<file path="src/rtl/seven_seg_scan_pkg.sv">
// seven_seg_scan_pkg: display codes and segment patterns shared with the game FSM
package seven_seg_scan_pkg;
  localparam logic [3:0] CODE_BLANK = 4'd10;
  localparam logic [3:0] CODE_DASH = 4'd11;
  localparam logic [6:0] SEG_BLANK = 7'b1111111;
  localparam logic [6:0] SEG_DASH = 7'b0111111;
  localparam logic [9:0][6:0] SEG_DIGITS = {
    7'b0010000, 7'b0000000, 7'b1111000, 7'b0000010, 7'b0010010,
    7'b0011001, 7'b0110000, 7'b0100100, 7'b1111001, 7'b1000000
  };
  typedef struct packed {
    logic [3:0][3:0] code;
    logic [3:0] blink;
    logic [3:0] dp;
  } shadow_t;
endpackage

</file>
<file path="src/rtl/seven_seg_scan_seg7_decode.sv">
// seg7_decode: 4-bit display code to active-low {g..a} segments
module seg7_decode
  import seven_seg_scan_pkg::*;
(
  input  logic [3:0] code,
  output logic [6:0] seg
);
  // digits index the pattern table; dash is the only other visible code
  always_comb seg = (code < 4'd10) ? SEG_DIGITS[code] : (code == CODE_DASH) ? SEG_DASH : SEG_BLANK;
endmodule

</file>
<file path="src/rtl/seven_seg_scan.sv">
// seven_seg_scan: frame-snapshotted 4-digit multiplexed seven-segment driver with blink and dp
module seven_seg_scan
  import seven_seg_scan_pkg::*;
#(
  parameter int SCAN_DIV = 100000,
  parameter int GUARD = 2,
  parameter int BLINK_FRAMES = 125
) (
  input  logic       clk,
  input  logic       rst,
  input  logic [3:0] dig0,
  input  logic [3:0] dig1,
  input  logic [3:0] dig2,
  input  logic [3:0] dig3,
  input  logic [3:0] blink_mask,
  input  logic [3:0] dp_mask,
  output logic [3:0] an,
  output logic [6:0] seg,
  output logic       dp,
  output logic       frame_tick
);
  localparam int PW = $clog2(SCAN_DIV);
  localparam int FW = BLINK_FRAMES > 1 ? $clog2(BLINK_FRAMES) : 1;
  logic [PW-1:0] presc;
  logic [1:0] idx;
  logic [FW-1:0] fcnt;
  logic blink_phase;
  shadow_t sh;
  logic tick, wrap, off;
  logic [6:0] dec;
  assign tick = presc == PW'(SCAN_DIV - 1);
  assign frame_tick = tick && idx == 2'd3;
  assign wrap = frame_tick && fcnt == FW'(BLINK_FRAMES - 1);
  assign off = blink_phase && sh.blink[idx];
  seg7_decode u_dec (.code(sh.code[idx]), .seg(dec));
  // slot prescaler and digit index
  always_ff @(posedge clk or posedge rst)
    if (rst) begin
      presc <= '0;
      idx <= '0;
    end else begin
      presc <= tick ? '0 : presc + 1'b1;
      idx <= idx + 2'(tick);
    end
  // latch inputs only at the frame boundary so a frame never mixes old and new digits
  always_ff @(posedge clk or posedge rst)
    if (rst) sh <= {{4{CODE_BLANK}}, 8'h00};
    else if (frame_tick) sh <= {dig3, dig2, dig1, dig0, blink_mask, dp_mask};
  // blink half-period counted in frames; phase flips together with the snapshot it governs
  always_ff @(posedge clk or posedge rst)
    if (rst) begin
      fcnt <= '0;
      blink_phase <= 1'b0;
    end else if (frame_tick) begin
      fcnt <= wrap ? '0 : fcnt + 1'b1;
      blink_phase <= blink_phase ^ wrap;
    end
  // registered pin drive; anodes stay dark for the first GUARD cycles of each slot
  always_ff @(posedge clk or posedge rst)
    if (rst) begin
      an <= 4'b1111;
      seg <= SEG_BLANK;
      dp <= 1'b1;
    end else begin
      an <= (presc < PW'(GUARD)) ? 4'b1111 : ~(4'b0001 << idx);
      seg <= off ? SEG_BLANK : dec;
      dp <= off | ~sh.dp[idx];
    end
endmodule
</file>
<file path="config.mk">
export PLATFORM = sky130hd
export DESIGN_NAME = seven_seg_scan
export DESIGN_NICKNAME = d
export VERILOG_FILES = /design/src/rtl/seven_seg_scan_pkg.sv /design/src/rtl/seven_seg_scan_seg7_decode.sv /design/src/rtl/seven_seg_scan.sv
export SDC_FILE = /design/constraint.sdc
export NUM_CORES = 1
export LEC_CHECK = 0
export BUFFER_PORTS_ARGS = -buffer_cell sky130_fd_sc_hd__buf_4
export CAP_MARGIN = 5
export CORE_UTILIZATION = 57
export DETAILED_ROUTE_END_ITERATION = 7
export MAX_ROUTING_LAYER = met4
export PLACE_DENSITY_LB_ADDON = 0.1
export SETUP_SLACK_MARGIN = 0.05
export SYNTH_ARGS = -nofsm -noshare
export SYNTH_HDL_FRONTEND = slang
export SYNTH_SLANG_ARGS = --single-unit
</file>
<file path="constraint.sdc">
create_clock -name clk -period 3.25 [get_ports clk]
set_clock_uncertainty 0.05 [all_clocks]
set_input_delay 0.975 -clock clk [delete_from_list [all_inputs] [get_ports clk]]
set_output_delay 0.975 -clock clk [all_outputs]
set_load 0.01 [all_outputs]
</file>
==> impl_results.md <==
* Slew HR at 0.491
* Largest family of logic cells by synthesized area: simple AND/OR/NAND/NOR gates
* Die height at 74.6 um
* Mapped cell area at 3000 um2
* Peak VDD IR at 0.000243 V
* Root buffer cell: clkbuf_8
* Antenna violations before repair at 0
* Adder-Cell Fraction of Synth Area at 0.0375
* Num rows at 26
* Compound-Gate Fraction of Synth Area at 0.0558
* Placed inst area at 3350 um2
* Antenna-violating nets left at 0
* CTS Buf Count at 9
* Max Cap Viol at 0
* CTS Buffer Depth at 2
* Area delta synth->final at 17.7%
* GR Overflow Total at 0
* Post-synth EDFFs at 0
* Initial DRT Pass Iterations at 4
* CP Max Fanout at 12
* Setup TNS at 0 ns
* H-tree levels at 3
* First-pass GRT wire length at 8.96 mm
* Power Density at 412 nW/um2
* Final setup fails at 0
* NumNets Final at 325
* Max Slew Vio Count at 0
* Final WL at 5.30 mm
* Yosys warning count at 0
* XOR/XNOR Fraction of Synth Area at 0.0437
* Post-CTS sizing at 0
* Class of the worst hold path: register to register
* Post-synthesis register bit count at 63
* Crit. End Element: primary output
* Post-synthesis mux area share at 0.145
* Final Cycle Share at 0.886
* WL/cell at 14.5 um
* Fraction of layout instances using a drive strength above 1 at 0.393
* DPL Wire Length at 3.61 mm
* Syn Inst Count at 247
* Arr. time, crit path at 1.86 ns
* Post-CTS setup buffer count at 0
* Most frequent cells in the layout: 43 x dfrtp_1, 43 x buf_4, 23 x mux2_2
* Layout Cell Area excl Fill at 3540 um2
* CTS Hold Bufs at 0
* Hold slack at 0.441 ns
* Number of global-route vias before repair at 1,965
* Power Total at 1.46 mW
* Clock Latency Late Sink at 0.34 ns
* Prevailing post-synth register cell: dfrtp_1
* RSZ-0062 raised after global routing: false
* Io pins at 39
* Synth cell types at 41
* Clock Sinks at 63
* Static leakage at 1.60 nW
* Core Area at 5070 um2
* Vias/cell at 5.46
* Largest net degree at the start of global routing at 64
* CP Launch Type: register
* Sequential area share after synthesis at 0.533
* Highest achievable clock rate at 347 MHz
* Status: finished clean
* Final Hold Vio Count at 0
* Finished Layout Cells at 365
* All-Layer GR Usage at 0.231
* WS Path Type: register to primary output
* DRT iter0 DRCs at 80
* I/O Buffers at 38
* Post-Syn Nets at 282
* Placed cell count at 349
* Chip width at 74.6 um
* Min Tclk post-route at 2.88 ns
* CTS clk-pin slew, worst paths at 0.07 ns
* Layout fillers at 405
* Number of inserted diodes at 0
* Worst slew pin tran at 0.763 ns
* DR vias at 1,994
* Critical Path RT at 2.22 ns
* TritonCTS clock tree: yes
* Final GP Congestion at 0.840
* Simple-gate share of the synthesized area at 0.153
* Starting Density at 0.592
* Die area at 5560 um2
* Asr flop ratio synth at 1.00
* Syn avg cell area at 12.2 um2
* Drt drc at 0
## stage by stage
| stage | setup WS, ns | util |
|---|---|---|
| after floorplan | 0.688 | - |
| after global placement | 0.729 | 0.660 |
| after detailed placement | 0.715 | 0.660 |
| after CTS | 0.340 | 0.697 |
| after global routing | 0.180 | 0.697 |
| final | 0.369 | 0.697 |
## sequential cells by signal, indices dropped and copies added (netlist names)
signal	cells
presc	17
an	4
idx	2
blink_phase	1
seg	7
dp	1
sh	24
fcnt	7
## Yosys cell counts, types with 3 or more instances
cell type | instances | area share
or3_1 | 3 | 0.0062
nand3_1 | 10 | 0.017
and2_1 | 5 | 0.010
and4_1 | 3 | 0.0087
a21oi_1 | 4 | 0.0067
nor2_1 | 12 | 0.015
inv_1 | 8 | 0.010
xnor2_1 | 10 | 0.029
mux2_2 | 23 | 0.086
nor3_1 | 4 | 0.0067
clkbuf_1 | 4 | 0.0050
dfrtp_1 | 43 | 0.36
xor2_1 | 5 | 0.015
dfstp_2 | 20 | 0.17
buf_2 | 4 | 0.0067
and3_1 | 3 | 0.0062
nand2_1 | 17 | 0.021
o31ai_1 | 7 | 0.017
ha_1 | 9 | 0.037
mux2i_1 | 3 | 0.010
nand4_1 | 10 | 0.021
mux4_2 | 6 | 0.045
o21ai_0 | 11 | 0.018
## final cells by class
class	instances	area [um2]	share of cell area
flip-flops and latches	63	1600	0.453
multi-input cells	165	1310	0.370
repair buffers	43	323	0.0913
clock buffers	13	169	0.0478
well taps	70	87.6	0.0248
inverters	8	30.0	0.00849
clock inverters	3	17.5	0.00495
## metal layers
metal / track usage / up-vias / routed length [um]
met2: 0.344 / 43 / 2440
met4: 0.128 / 0 / 95
met5: - / - / 0
met1: 0.294 / 973 / 2540
met3: 0.0461 / 9 / 220
li1: - / 969 / -
## cell families (layout without fill, tap and decap cells)
| group | after synthesis | in the layout |
|---|---|---|
| simple gates | 81 | 81 |
| flops | 63 | 63 |
| mux | 33 | 33 |
| compound gates | 27 | 27 |
| buf+inv | 19 | 67 |
| xor+xnor | 15 | 15 |
| fa+ha+maj | 9 | 9 |
## worst max-delay path, cell delays in order (launching register included)
cell	delay (ns)
dfrtp_1	0.67
nand4_1	0.15
buf_4	0.20
or2_2	0.33
inv_1	0.07
buf_4	0.11
## report_power, final
group / total (mW) / internal [mW] / switching [mW]
Combinational: 0.0381 / 0.0197 / 0.0184
Sequential: 0.785 / 0.785 / 0
Clock: 0.633 / 0.337 / 0.296
## final timing paths
check | startpoint | endpoint | slack (ns) | cells after the start
max | idx[0] | frame_tick | 0.37 | 5
max reg2reg | presc[0] | sh[4] | 1.10 | 7
min in group asynchronous | rst | fcnt[2] | 0.81 | 3
min reg2reg | blink_phase | blink_phase | 0.44 | 1
min | blink_phase | blink_phase | 0.44 | 1
max in group asynchronous | rst | presc[10] | 1.84 | 3
(Power assumes the default switching activity.)
